$ cat config.mk
export PLATFORM = sky130hd
export DESIGN_NAME = dcsk_demodulator_flat
export DESIGN_NICKNAME = d
export VERILOG_FILES = /design/src/rtl/dcsk_demodulator_if.sv /design/src/rtl/dcsk_demodulator.sv /design/src/flat_wrapper.sv
export SDC_FILE = /design/constraint.sdc
export NUM_CORES = 1
export LEC_CHECK = 0
export ABC_AREA = 1
export CAP_MARGIN = 20
export CELL_PAD_IN_SITES_DETAIL_PLACEMENT = 1
export CELL_PAD_IN_SITES_GLOBAL_PLACEMENT = 1
export CORE_MARGIN = 1
export CORE_UTILIZATION = 43
export CTS_BUF_LIST = sky130_fd_sc_hd__clkbuf_4 sky130_fd_sc_hd__clkbuf_8
export CTS_CLUSTER_SIZE = 40
export DETAILED_ROUTE_END_ITERATION = 12
export GPL_TIMING_DRIVEN = 0
export HOLD_SLACK_MARGIN = 0.02
export PLACE_DENSITY_LB_ADDON = 0.2
export SYNTH_ARGS = -nofsm -noshare
export SYNTH_HDL_FRONTEND = slang
export SYNTH_SLANG_ARGS = --single-unit
$ cat constraint.sdc
create_clock -name clk -period 2.1 [get_ports clk]
set_clock_uncertainty 0.2 [all_clocks]
set_input_delay 0.315 -clock clk [delete_from_list [all_inputs] [get_ports clk]]
set_output_delay 0.315 -clock clk [all_outputs]
set_load 0.02 [all_outputs]
$ cat src/rtl/dcsk_demodulator_if.sv
// Chip-stream input and recovered-message output bundle for the DCSK demodulator.
// The master drives the chip stream; the slave (demodulator) returns the message.
interface dcsk_demodulator_if #(
   parameter int unsigned MSG_WIDTH = 4
);
   logic                 chip_valid;
   logic                 rx_chip;
   logic                 start;
   logic [MSG_WIDTH-1:0] message;
   logic                 msg_valid;
   logic                 busy;

   modport master (output chip_valid, rx_chip, start,
                   input  message, msg_valid, busy);
   modport slave  (input  chip_valid, rx_chip, start,
                   output message, msg_valid, busy);
endinterface

$ cat src/rtl/dcsk_demodulator.sv
// DCSK demodulator: correlates each symbol's data chips against its stored reference
// chips, majority-decides each bit (ties decide 1) and publishes the full frame message.
module dcsk_demodulator #(
   parameter int unsigned MSG_WIDTH = 4,
   parameter int unsigned DELAY     = 2
) (
   input  logic              clk,
   input  logic              rst,
   dcsk_demodulator_if.slave bus
);
   localparam int unsigned CW = $clog2(DELAY);
   localparam int unsigned MW = $clog2(DELAY + 1);
   localparam int unsigned SW = $clog2(MSG_WIDTH);
   localparam int unsigned DW = MW + 1;

   typedef enum logic [1:0] {IDLE, REF, DATA} state_t;

   state_t               r_state,     w_state_nxt;
   logic [CW-1:0]        r_chip_cnt,  w_chip_cnt_nxt;
   logic [MW-1:0]        r_match_cnt, w_match_cnt_nxt;
   logic [SW-1:0]        r_sym_cnt,   w_sym_cnt_nxt;
   logic [DELAY-1:0]     r_ref,       w_ref_nxt;
   logic [MSG_WIDTH-1:0] r_shift,     w_shift_nxt;
   logic [MSG_WIDTH-1:0] r_message,   w_message_nxt;
   logic                 r_msg_valid, w_msg_valid_nxt;
   logic                 r_busy,      w_busy_nxt;

   logic                 w_last_chip;
   logic                 w_last_sym;
   logic                 w_eq;
   logic                 w_bit;
   logic [MW-1:0]        w_match_inc;

   // Next-state and datapath decode; nothing advances without chip_valid.
   always_comb begin
      w_state_nxt     = r_state;
      w_chip_cnt_nxt  = r_chip_cnt;
      w_match_cnt_nxt = r_match_cnt;
      w_sym_cnt_nxt   = r_sym_cnt;
      w_ref_nxt       = r_ref;
      w_shift_nxt     = r_shift;
      w_message_nxt   = r_message;
      w_msg_valid_nxt = 1'b0;

      w_last_chip = (r_chip_cnt == CW'(DELAY - 1));
      w_last_sym  = (r_sym_cnt == SW'(MSG_WIDTH - 1));
      w_eq        = (bus.rx_chip == r_ref[r_chip_cnt]);
      w_match_inc = r_match_cnt + MW'(w_eq);
      w_bit       = ({w_match_inc, 1'b0} >= DW'(DELAY));

      if (bus.chip_valid) begin
         // The final data chip of a frame always completes it, even with start set.
         if (bus.start && !(r_state == DATA && w_last_chip && w_last_sym)) begin
            w_ref_nxt[0]    = bus.rx_chip;
            w_chip_cnt_nxt  = CW'(1);
            w_match_cnt_nxt = '0;
            w_sym_cnt_nxt   = '0;
            w_shift_nxt     = '0;
            w_state_nxt     = REF;
         end else begin
            case (r_state)
               REF: begin
                  w_ref_nxt[r_chip_cnt] = bus.rx_chip;
                  if (w_last_chip) begin
                     w_chip_cnt_nxt  = '0;
                     w_match_cnt_nxt = '0;
                     w_state_nxt     = DATA;
                  end else begin
                     w_chip_cnt_nxt = r_chip_cnt + CW'(1);
                  end
               end
               DATA: begin
                  if (w_last_chip) begin
                     w_shift_nxt     = {r_shift[MSG_WIDTH-2:0], w_bit};
                     w_chip_cnt_nxt  = '0;
                     w_match_cnt_nxt = '0;
                     if (w_last_sym) begin
                        w_message_nxt   = {r_shift[MSG_WIDTH-2:0], w_bit};
                        w_msg_valid_nxt = 1'b1;
                        w_sym_cnt_nxt   = '0;
                        w_state_nxt     = IDLE;
                     end else begin
                        w_sym_cnt_nxt = r_sym_cnt + SW'(1);
                        w_state_nxt   = REF;
                     end
                  end else begin
                     w_chip_cnt_nxt  = r_chip_cnt + CW'(1);
                     w_match_cnt_nxt = w_match_inc;
                  end
               end
               default: ;
            endcase
         end
      end

      w_busy_nxt = (w_state_nxt != IDLE);
   end

   always_ff @(posedge clk or posedge rst) begin
      if (rst) begin
         r_state     <= IDLE;
         r_chip_cnt  <= '0;
         r_match_cnt <= '0;
         r_sym_cnt   <= '0;
         r_ref       <= '0;
         r_shift     <= '0;
         r_message   <= '0;
         r_msg_valid <= 1'b0;
         r_busy      <= 1'b0;
      end else begin
         r_state     <= w_state_nxt;
         r_chip_cnt  <= w_chip_cnt_nxt;
         r_match_cnt <= w_match_cnt_nxt;
         r_sym_cnt   <= w_sym_cnt_nxt;
         r_ref       <= w_ref_nxt;
         r_shift     <= w_shift_nxt;
         r_message   <= w_message_nxt;
         r_msg_valid <= w_msg_valid_nxt;
         r_busy      <= w_busy_nxt;
      end
   end

   assign bus.message   = r_message;
   assign bus.msg_valid = r_msg_valid;
   assign bus.busy      = r_busy;
endmodule

$ cat src/flat_wrapper.sv
// flat-port wrapper written by rule: the top's interface ports become plain ports
module dcsk_demodulator_flat 
#(
   parameter int unsigned MSG_WIDTH = 4,
   parameter int unsigned DELAY     = 2
)
  (clk, rst, bus_chip_valid, bus_rx_chip, bus_start, bus_message, bus_msg_valid, bus_busy);
  dcsk_demodulator_if #(.MSG_WIDTH(MSG_WIDTH)) bus_i ();
  input  logic clk;
  input  logic rst;
  input wire logic [$bits(bus_i.chip_valid)-1:0] bus_chip_valid;
  input wire logic [$bits(bus_i.rx_chip)-1:0] bus_rx_chip;
  input wire logic [$bits(bus_i.start)-1:0] bus_start;
  output wire logic [$bits(bus_i.message)-1:0] bus_message;
  output wire logic [$bits(bus_i.msg_valid)-1:0] bus_msg_valid;
  output wire logic [$bits(bus_i.busy)-1:0] bus_busy;
  assign bus_i.chip_valid = bus_chip_valid;
  assign bus_i.rx_chip = bus_rx_chip;
  assign bus_i.start = bus_start;
  assign bus_message = bus_i.message;
  assign bus_msg_valid = bus_i.msg_valid;
  assign bus_busy = bus_i.busy;
  dcsk_demodulator #(.MSG_WIDTH(MSG_WIDTH), .DELAY(DELAY)) u_core (.clk(clk), .rst(rst), .bus(bus_i));
endmodule
Word-level counts from Yosys, hierarchy flattened
Index checks and enable logic that the tools add are counted.
{"block": "word_totals", "register_bits": 18, "inputBits": 5, "output_inout_bits": 6, "elab_cells": 72}
{"block": "op_classes", "n_addsub": 3, "n_lt_le_gt_ge": 3, "eq_ne": 5, "muxes": 32, "bitwise": 1, "reduce_logical": 18}
{"operator": "2-bit 2-to-1 mux", "count": 11}
{"operator": "1-bit 2-to-1 mux", "count": 14}
{"operator": "2-bit nonzero test", "count": 5}
{"operator": "3-bit 2-to-1 mux", "count": 3}
{"operator": "3-bit AND reduction", "count": 3}
{"operator": "2-bit one-hot mux with 2 select lines", "count": 2}
{"operator": "5-bit AND reduction", "count": 1}
{"operator": "2-bit == test, second input constant", "count": 2}
{"operator": "1-bit logical AND", "count": 4}
{"operator": "2-bit AND reduction", "count": 2}
{"operator": "3-bit by 2-bit >= comparator with 1-bit output, second input constant", "count": 1}
{"operator": "3-bit by 1-bit != test with 1-bit output, second input constant", "count": 1}
{"operator": "3-bit nonzero test", "count": 1}
{"operator": "2-bit by 1-bit adder with 2-bit output", "count": 1}
{"operator": "2-bit by 1-bit adder with 2-bit output, second input constant", "count": 1}
{"operator": "2-bit bitwise mux", "count": 1}
{"operator": "2-bit by 1-bit == test with 1-bit output, second input constant", "count": 1}
{"operator": "1-bit by 2-bit < comparator with 1-bit output, second input constant", "count": 1}
{"operator": "2-bit OR reduction", "count": 1}
{"operator": "1-bit adder, second input constant", "count": 1}
{"operator": "1-bit demux with 1-bit select", "count": 1}
{"operator": "1-bit == test", "count": 1}
{"operator": "1-bit >= comparator, second input constant", "count": 1}
{"operator": "1-bit logical NOT", "count": 1}
{"operator": "1-bit NOT", "count": 1}

Longest topological paths before layout
{"block": "logic_depth", "word_depth": 8, "ltp_mapped": 9, "ltp_nobuf": 9}

Worst setup path before layout
No wires, ideal clock.
{"block": "synth_timing", "path_type": "register -> register", "startpoint": "register u_core.r_chip_cnt", "endpoint": "register u_core.r_message[0], in the netlist u_core.bus.message[0]", "setup_ns": 0.122, "t_arrival_ns": 1.299, "required_time_ns": 1.778, "slack_ns": 0.479, "path_stages_with_launch": 10, "path_buffers": 1, "synth_period_minus_slack_ns": 1.621, "path_cell_list": "dfrtp_1 buf_6 inv_2 nand2_1 nand2_1 xnor2_1 ha_1 xor2_1 nor2_1 o21ai_1"}
{"block": "synth_via", "elab_chain_cells": 6, "word_cells_on_any_way": 11, "classes_between": "add/sub (1); order compare (1); eq/ne (1); mux (2); bitwise (1); reduce/logical (5)"}
{"item": "start: declaration", "line_no": "dcsk_demodulator.sv:19", "rtl": "logic [CW-1:0] r_chip_cnt, w_chip_cnt_nxt;"}
{"item": "start signal: assignment", "line_no": "dcsk_demodulator.sv:112", "rtl": "r_chip_cnt <= w_chip_cnt_nxt;"}
{"item": "branches (longest 6 deep; another with 3-bit by 2-bit >= comparator with 1-bit output)"}
{"item": "end signal: assignment", "line_no": "dcsk_demodulator.sv:117", "rtl": "r_message <= w_message_nxt;"}
{"item": "end: declaration", "line_no": "dcsk_demodulator.sv:24", "rtl": "logic [MSG_WIDTH-1:0] r_message, w_message_nxt;"}
Several ways; the timed one is not identified. The select of a mux whose other input is x is not followed.
A chain may end at the register's enable or synchronous reset.

Worst setup path after layout
Ends and elaborated chain as after synthesis.

==> impl_metrics.csv <==
group,metric,value,unit
finish,final_cell_mix,"nand2_1 (25), dfrtp_1 (18), inv_1 (13), clkdlybuf4s50_1 (9), o21ai_1 (7)",
critical_path,crit_path_top_delay_cell,"dfrtp_1",
grt,grt_pass1_wl,3630,um
place,dpl.hpwl,1450,um
detailed_routing,route.antenna.remaining_nets,0,
yosys,yosysWarnings,0,
yosys,ys_seq_area_share,46.0,%
clock_tree,cts.repair.resized,0,
sta,finalCritPeriodShare,86.5,%
floorplanning,die_w,49.7,um
critical_path,r2r-start,"u_core.r_chip_cnt$_DFFE_PP0P_",
clock_tree,cts_buffers,3,
sta,hold_violations,0,
critical_path,rrSetupSlack,0.28,ns
detailed_routing,first_iter_violations,5,
grt,grt_pass1_vias,787,
sta,whs,0.152,ns
flow_run,max-cap-violations,0,
power,powerDensity,1130,mW/mm^2
detailed_routing,vias_per_cell,5.04,
place,dpl-instance-area,0.00110,mm^2
sta,tns,0,ns
clock_tree,insertion_delay,0.29,ns
floorplanning,die_h,49.7,um
grt,antenna_found_initial,0,
grt,grt.overflow.total,0,
yosys,synth_area,980,um^2
critical_path,r2r_end,"u_core.bus.message[0]$_DFFE_PP0P_",
yosys,synth_fp_nets,120,
yosys,ys.flop_type,"dfrtp_1",
finish,final_cells,150,
yosys,syn_inst,110,
critical_path,endpoint_kind,"flip-flop",
yosys,synth_seq_cells,18,
critical_path,worstPathCellList,"buf_6, inv_2, nand2_1, nand2_1, xnor2_1, ha_1, xor2_1, nor2_1, o21ai_1",
finish,final_common_cell,"nand2_1",
detailed_routing,post-route-drc-count,0,
hold_path,holdCritPathClass,"in -> reg",
critical_path,cp.arrival,1.80,ns
sta,fmax,551,MHz
grt,grt_usage,19.6,%
sta,period_needed,1.82,ns
clock_tree,post_cts_buffers,0,
power,p_leak,0.548,nW
critical_path,worst-path-max-fanout,10,
power,vdd_drop_max,0.559,mV
critical_path,required,2.08,ns
critical_path,r2r_cells,9,
finish,final_nets,134,
clock_tree,h-tree-depth,1,
finish,design_area,0.00114,mm^2
detailed_routing,vias,756,
floorplanning,die_area,0.00247,mm^2
place,dpl.cell_count,146,
finish,n_fill_cell,257,
hold_path,holdPathStages,3,
grt,grt_max_degree,19,
floorplanning,rows,16,
finish,syn_to_final_growth,16.3,%
critical_path,crit_type,"reg -> reg",
place,gp_congestion,0.781,
sta,rsz0062_at_grt,"no",
sta,worstMarginPinSlew,0.681,ns
place,port_buffers,9,
sta,maxSlewHeadroom,54.5,%
clock_tree,cts_tree,"built",
detailed_routing,routedWlPerCell,13.1,um
clock_tree,clockBufferDepth,2,
hold_path,hold_path_end,"u_core.r_state[1]$_DFF_PP0_",
yosys,synthArstFlopShare,100,%
sta,slew_violations,0,
clock_tree,path_clk_slew,0.11,ns
run_status,outcome,"completed",
yosys,synth_edf_count,0,
hold_path,hold_path.startpoint,"bus_chip_valid",
yosys,synth.distinct_cells,27,
critical_path,start_kind,"flip-flop",
critical_path,cp_common_cell,"nand2_1",
clock_tree,cts_sinks,18,
critical_path,cpPeakStageDelay,0.38,ns
floorplanning,num_io_pins,11,
clock_tree,ctsHoldBuffers,0,
floorplanning,core_area,0.00204,mm^2
detailed_routing,finalWirelength,1970,um
clock_tree,clock-root-buffer,"clkbuf_4",
finish,antennaDiodeCount,0,
sta,setup_viol,0,
detailed_routing,drtPass1Iterations,4,
floorplanning,start_util,48.0,%
finish,final_layout_size_suffix_gt1_share,18.7,%
yosys,synth.avg_cell_area,8.91,um^2
## cells in the mapped netlist, types with 2 or more instances
library cell,number,share of area (%)
dfrtp_1,18,46
ha_1,5,6.4
inv_1,13,5.0
inv_2,4,1.5
nand2_1,25,9.6
nand2_2,2,1.3
nand2_4,3,3.4
nand3_1,4,2.0
nor2_1,5,1.9
o21ai_0,3,1.5
o21ai_1,7,3.6
o22ai_1,4,2.6
or2_2,2,1.3
xnor2_1,2,1.8
## per-stage QoR
stage          power, W  utilization (%)  setup slack, ns
3_3_place_gp    0.00105             54.0            0.180
3_5_place_dp    0.00108             54.0            0.167
6_report        0.00129             55.8            0.284
5_1_grt         0.00141             55.8            0.147
4_1_cts         0.00130             55.8            0.259
2_1_floorplan  0.000919                -            0.479
## layer usage
metal  vias up  GRT usage [%]  share of wire [%]
li1        370              -                  -
met1       376           25.7                 46
met2         8           33.3                 51
met3         2           3.70                2.0
met4         0           4.29               0.51
met5         -              0                  0
## registers in the layout, indices dropped and copies added (netlist names)
name                  cells
u_core.bus.busy           1
u_core.r_match_cnt        2
u_core.r_shift            3
u_core.bus.message        4
u_core.r_chip_cnt         1
u_core.bus.msg_valid      1
u_core.r_state            2
u_core.r_sym_cnt          2
u_core.r_ref              2
## cells by family after synthesis
logic type | count (synthesis) | share of synthesized area, %
fa+ha+maj | 5 | 6.39
compound gates | 17 | 10.7
xor+xnor | 3 | 2.68
simple gates | 46 | 24.8
flops | 18 | 46.0
buf+inv | 21 | 9.45
## final cells by class
cell class	instances	area (um^2)	area share (%)
inverter	19	73.8	6.48
tap	27	33.8	2.96
buffer	2	18.8	1.65
sequential	18	450	39.5
clock buffer	4	36.3	3.18
multi-input combinational	71	437	38.3
timing repair buffer	9	90.1	7.90
## worst max-delay path, delay by kind of cell, from the launching register on
family	cells	cell delay [ns]
buffers and inverters	2	0.21
flip-flops	1	0.38
AO/OA/AOI/OAI	1	0.08
adder cells (fa/ha/maj)	1	0.21
XOR/XNOR	2	0.30
AND/OR/NAND/NOR	3	0.32
## worst max-delay path by stage
stage | start | to | slack (ns) | cells past startpoint
floorplan | u_core.r_chip_cnt$_DFFE_PP0P_ | u_core.bus.message[0]$_DFFE_PP0P_ | 0.48 | 9
finish | u_core.r_chip_cnt$_DFFE_PP0P_ | u_core.bus.message[0]$_DFFE_PP0P_ | 0.28 | 9
detailed placement | bus_rx_chip | u_core.bus.message[0]$_DFFE_PP0P_ | 0.17 | 6
CTS | u_core.r_chip_cnt$_DFFE_PP0P_ | u_core.bus.message[0]$_DFFE_PP0P_ | 0.26 | 9
global route | u_core.r_chip_cnt$_DFFE_PP0P_ | u_core.bus.message[0]$_DFFE_PP0P_ | 0.15 | 9
global placement | bus_rx_chip | u_core.bus.message[0]$_DFFE_PP0P_ | 0.18 | 6
## report_power, final
group | internal [W] | switching, W
Sequential | 0.000441 | 0.0000581
Combinational | 0.000241 | 0.000338
Clock | 0.000105 | 0.000109
Power figures use the tool's default switching activity.
